$ cat config.mk
export PLATFORM = sky130hd
export DESIGN_NAME = uart_tx_arbiter
export DESIGN_NICKNAME = d
export VERILOG_FILES = /design/src/rtl/uart_tx_arbiter.sv
export SDC_FILE = /design/constraint.sdc
export NUM_CORES = 1
export LEC_CHECK = 0
export BUFFER_PORTS_ARGS = -buffer_cell sky130_fd_sc_hd__buf_2
export CAP_MARGIN = 20
export CORE_MARGIN = 4
export CORE_UTILIZATION = 40
export CTS_CLUSTER_SIZE = 16
export DETAILED_ROUTE_END_ITERATION = 6
export PLACE_DENSITY_LB_ADDON = 0.08
export RECOVER_POWER = 50
export SLEW_MARGIN = 20
export SYNTH_ARGS = -nofsm -noshare
export SYNTH_HDL_FRONTEND = slang
export SYNTH_SLANG_ARGS = --single-unit
$ cat constraint.sdc
create_clock -name clk -period 1.95 [get_ports clk]
set_clock_uncertainty 0.1 [all_clocks]
set_input_delay 0.2925 -clock clk [delete_from_list [all_inputs] [get_ports clk]]
set_output_delay 0.2925 -clock clk [all_outputs]
set_load 0.005 [all_outputs]
$ cat src/rtl/uart_tx_arbiter.sv
// uart_tx_arbiter: round-robin sharing of one simpleuart transmitter between
// NREQ valid/ready byte producers, with optional per-requester message lock.
// Optional feature macro: UART_ARB_TIMEOUT_EN (lock timeout after LOCK_TIMEOUT
// idle owner cycles). Default build: locks persist until the owner releases.
module uart_tx_arbiter #(
    parameter int unsigned NREQ         = 4,
    parameter int unsigned GAP          = 0,
    parameter int unsigned LOCK_TIMEOUT = 1000000,
    localparam int unsigned IW          = $clog2(NREQ)
) (
    input  logic              clk,
    input  logic              resetn,
    input  logic [NREQ-1:0]   req_valid,
    input  logic [8*NREQ-1:0] req_data,
    input  logic [NREQ-1:0]   req_lock,
    output logic [NREQ-1:0]   req_ready,
    output logic              uart_we,
    output logic [7:0]        uart_di,
    input  logic              uart_wait,
    output logic [IW-1:0]     grant_id,
    output logic              lock_active,
    output logic              busy
);

    localparam int unsigned XW = IW + 1;
    localparam int unsigned GW = 8;
    localparam int unsigned CW = 32;

    typedef enum logic [1:0] {ST_IDLE, ST_ISSUE, ST_GAP} state_t;

    state_t            state_q, state_d;
    logic              we_d;
    logic [7:0]        di_d;
    logic [IW-1:0]     gid_d;
    logic [IW-1:0]     rr_ptr, rr_d;
    logic              lock_d;
    logic [GW-1:0]     gap_cnt, gap_d;
    logic [NREQ-1:0]   ready_c;
    logic [IW-1:0]     arb_idx;
    logic              arb_found;
    logic [XW-1:0]     idx_w;
    logic [IW-1:0]     sel;
    logic              sel_ok;
`ifdef UART_ARB_TIMEOUT_EN
    logic [CW-1:0]     to_cnt, to_d;
`endif

    // Round-robin search: first valid requester at or above rr_ptr, wrapping.
    always_comb begin
        arb_found = 1'b0;
        arb_idx   = '0;
        idx_w     = '0;
        for (int unsigned k = 0; k < NREQ; k++) begin
            idx_w = {1'b0, rr_ptr} + XW'(k);
            if (idx_w >= XW'(NREQ)) begin
                idx_w = idx_w - XW'(NREQ);
            end
            if (!arb_found && req_valid[idx_w[IW-1:0]]) begin
                arb_found = 1'b1;
                arb_idx   = idx_w[IW-1:0];
            end
        end
    end

    // Next-state and next-output logic; req_ready is the only combinational output.
    always_comb begin
        state_d = state_q;
        we_d    = uart_we;
        di_d    = uart_di;
        gid_d   = grant_id;
        rr_d    = rr_ptr;
        lock_d  = lock_active;
        gap_d   = gap_cnt;
        ready_c = '0;
        sel     = '0;
        sel_ok  = 1'b0;
`ifdef UART_ARB_TIMEOUT_EN
        to_d    = to_cnt;
`endif
        case (state_q)
            ST_IDLE: begin
                if (lock_active) begin
                    sel    = grant_id;
                    sel_ok = req_valid[grant_id];
                end else begin
                    sel    = arb_idx;
                    sel_ok = arb_found;
                end
                if (sel_ok) begin
                    ready_c[sel] = 1'b1;
                    di_d         = req_data[8*sel +: 8];
                    gid_d        = sel;
                    lock_d       = req_lock[sel];
                    rr_d         = (sel == IW'(NREQ - 1)) ? '0 : sel + IW'(1);
                    we_d         = 1'b1;
                    state_d      = ST_ISSUE;
`ifdef UART_ARB_TIMEOUT_EN
                    to_d         = '0;
`endif
                end else if (lock_active) begin
                    if (!req_lock[grant_id]) begin
                        lock_d = 1'b0;
`ifdef UART_ARB_TIMEOUT_EN
                        to_d   = '0;
                    end else if (to_cnt + CW'(1) >= CW'(LOCK_TIMEOUT)) begin
                        lock_d = 1'b0;
                        to_d   = '0;
                    end else begin
                        to_d   = to_cnt + CW'(1);
`endif
                    end
                end
            end
            ST_ISSUE: begin
                if (!uart_wait) begin
                    we_d = 1'b0;
                    if (GAP > 0) begin
                        gap_d   = GW'(GAP);
                        state_d = ST_GAP;
                    end else begin
                        state_d = ST_IDLE;
                    end
                end
            end
            ST_GAP: begin
                if (gap_cnt <= GW'(1)) begin
                    gap_d   = '0;
                    state_d = ST_IDLE;
                end else begin
                    gap_d = gap_cnt - GW'(1);
                end
            end
            default: begin
                state_d = ST_IDLE;
                we_d    = 1'b0;
            end
        endcase
    end

    // State and registered outputs with synchronous active-low reset.
    always_ff @(posedge clk) begin
        if (!resetn) begin
            state_q     <= ST_IDLE;
            uart_we     <= 1'b0;
            uart_di     <= '0;
            grant_id    <= '0;
            rr_ptr      <= '0;
            lock_active <= 1'b0;
            gap_cnt     <= '0;
`ifdef UART_ARB_TIMEOUT_EN
            to_cnt      <= '0;
`endif
        end else begin
            state_q     <= state_d;
            uart_we     <= we_d;
            uart_di     <= di_d;
            grant_id    <= gid_d;
            rr_ptr      <= rr_d;
            lock_active <= lock_d;
            gap_cnt     <= gap_d;
`ifdef UART_ARB_TIMEOUT_EN
            to_cnt      <= to_d;
`endif
        end
    end

    assign req_ready = resetn ? ready_c : '0;
    assign busy      = (state_q != ST_IDLE);

endmodule
==> summary.txt <==
Global routing
  – First-pass GRT wire length: 6872 µm
  – GRT Util Overall: 21.22%
  – Met1 usage: 27.04%
  – Initial antenna violation count: 0
  – Largest net degree at the start of global routing: 11
  – GR peak layer: met2
  – Fraction of met3 tracks used by global routing: 4.263%
  – Vias in the first global route: 1424
  – GR Layer Usage met2: 36.77%
  – GRT overflow: 0

Clocking
  – CTS tree: done
  – Clock Tree Buf Depth: 2
  – Clock Latency Late Sink: 0.29 ns
  – CTS buffer count: 3
  – H-tree levels: 1
  – Clock-pin slew on the worst setup and hold paths: 0.09 ns
  – Sink Count: 14
  – CTS root buf: clkbuf_4

Final layout
  – Area of the multi-input gates: 925.9 µm²
  – Fill count: 271
  – Layout Area Growth over Synthesis: 46.22%
  – Layout Nets: 265
  – Inserted Diodes: 0
  – Share of layout cells above drive strength 1: 50.91%
  – Register Area: 291.5 µm²
  – Layout Cells excl Fill: 251

Synthesis
  – Post-Syn Area: 1240 µm²
  – Yosys warnings: 0
  – EDFF count, synth: 0
  – Post-Synthesis Cells: 142
  – Synthesized area per cell: 8.732 µm²
  – Netlist cell types: 47
  – Synthesized flop and latch total: 14
  – Top_reg_cell synth: dfxtp_1
  – Synth async-reset ratio: 0%
  – Net Count, Synth: 186
  – Post-synthesis sequential area ratio: 22.60%

Placement
  – Worst slack at placement: -0.1155 ns
  – Port bufs: 59
  – Cells after DPL: 243
  – GP Congestion: 0.9176
  – DPL Wire Length: 3014 µm

Routing
  – DR WL/cell: 16.43 µm
  – DR iter-0 viols: 103
  – Vias: 1381
  – Detailed Routing Iterations Pass 1: 4
  – Drt total wl: 4123 µm
  – DRC violation count after routing: 0
  – Via density per instance: 5.502
  – Antenna-violating nets left: 0

Run status
  – Failing checks: setup timing
  – Status: finished, violations left

STA
  – PnR worst setup slack: -0.2371 ns
  – Slew Viols, Final: 0
  – Worst-Margin Slew: 0.4020 ns
  – Relative slew slack: 73.17%
  – F_max: 457.2 MHz
  – Fin Hold WS: 0.1597 ns
  – RSZ-0062 raised after global routing: true
  – Final hold vios: 0
  – Final Cycle Share: 112.2%
  – Crit path time final: 2.187 ns
  – Endpoints failing setup: 7

Setup path
  – Critical path arrival: 1.79 ns
  – Startpoint types: flip-flop
  – Crit path max fanout: 6
  – Worst setup EP type: primary output
  – Setup CP Type: flip-flop to primary output
  – Required @ worst endpoint: 1.56 ns
  – R2R cell count: 8

Power and ir drop
  – PwrDens: 1298 nW/µm²
  – Leakage power: 0.8523 nW
  – Maximum vdd drop: 0.0006608 V

Job
  – Max cap viols: 0

Hold path
  – Worst hold path type: primary input to flip-flop
  – Hold depth: 3

Floorplan
  – I/O pins: 60
  – Die Ht: 63.68 µm
  – Initial core utilization: 43.46%
  – Die Wd: 63.68 µm
  – CORE AREA: 2853 µm²
  – # rows: 19
  – Die area: 4055 µm²
## critical path, stage by stage, from the launching register on
cell and delay (ns):
dfxtp_4 0.38, and4bb_1 0.23, o21a_1 0.22, o21ai_4 0.16
nand2_4 0.08, clkinv_4 0.07, ha_4 0.12, and3_4 0.17
buf_6 0.09
## cells by family after synthesis
family | count (synthesis) | synth area share (%)
flops | 14 | 22.60
buf+inv | 12 | 6.760
simple gates | 59 | 28.36
fa+ha+maj | 1 | 1.009
compound gates | 45 | 31.28
mux | 11 | 9.990
## final timing paths
check	slack [ns]	from	end
worst max-delay path	-0.24	rr_ptr[0]	req_ready[3]
worst min-delay path	0.16	uart_wait	uart_we
worst max register to register	-0.02	grant_id[0]	lock_active
worst min register to register	0.38	uart_di[7]	uart_di[7]
## synth_stat cells (2+ instances only)
cell / instances / area, µm²
nand2_1: 16 / 60.06
dfxtp_1: 14 / 280.3
nand3_1: 11 / 55.05
nor2_1: 11 / 41.29
o21ai_0: 10 / 50.05
a21bo_1: 9 / 90.09
mux2i_1: 9 / 90.09
o211ai_2: 9 / 112.6
a21oi_1: 5 / 25.02
nor2b_1: 4 / 25.02
buf_4: 3 / 22.52
nand2b_1: 3 / 18.77
buf_2: 2 / 10.01
inv_1: 2 / 7.510
o21a_1: 2 / 15.01
## cell type report
cell class / count / share of cell area [%]
well taps: 31 / 2.139
multi-input cells: 116 / 51.07
repair buffers: 83 / 27.81
inverters: 3 / 0.8972
clock buffers: 4 / 2.001
flip-flops and latches: 14 / 16.08
## placed cells by master (no fill, tap or decap), types with 3 or more instances in the layout
cell type / netlist / final
buf_2: 2 / 52
dfxtp_1: 14 / 11
nand3_1: 11 / 10
buf_4: 3 / 18
dfxtp_4: 0 / 3
o211ai_2: 9 / 9
buf_6: 1 / 8
o21ai_0: 10 / 10
nor2b_1: 4 / 4
clkbuf_4: 0 / 3
nor2_1: 11 / 9
a21oi_1: 5 / 5
mux2i_1: 9 / 9
clkbuf_1: 1 / 4
a21bo_1: 9 / 9
nand2_1: 16 / 16
nand2b_1: 3 / 3
## registers in the layout, indices dropped and copies added (netlist names)
register	flops
lock_active	1
uart_we	1
grant_id	2
uart_di	8
rr_ptr	2
## per-stage QoR
stage               power (mW)  util (%)  TNS (ns)  cell area, µm²
CTS                      2.289     62.68   -0.8040            1788
detailed placement       1.941     58.42   -0.5241            1667
global route             2.537     63.55    -1.723            1813
global placement         1.918     58.42   -0.1658            1667
finish                   2.353     63.55   -0.8303            1813
floorplan                1.476         -  -0.06557            1265
## metal layers
metal	routed length, µm	up-vias
met1	1724	656
li1	-	679
met3	244	2
met5	0	-
met4	14	0
met2	2138	44
## power breakdown
group / switching (mW) / internal, mW
clock network: 0.110 / 0.114
logic: 0.799 / 0.807
registers: 0.110 / 0.413
## repair_timing
| action | in CTS | in global routing |
|---|---|---|
| gates resized for setup | 14 | 7 |
| setup endpoints to repair | 4 | 13 |
| pin swaps | 12 | 2 |
| hold buffers | 0 | 0 |
| buffers inserted | 4 | 0 |
(Power assumes the default switching activity.)
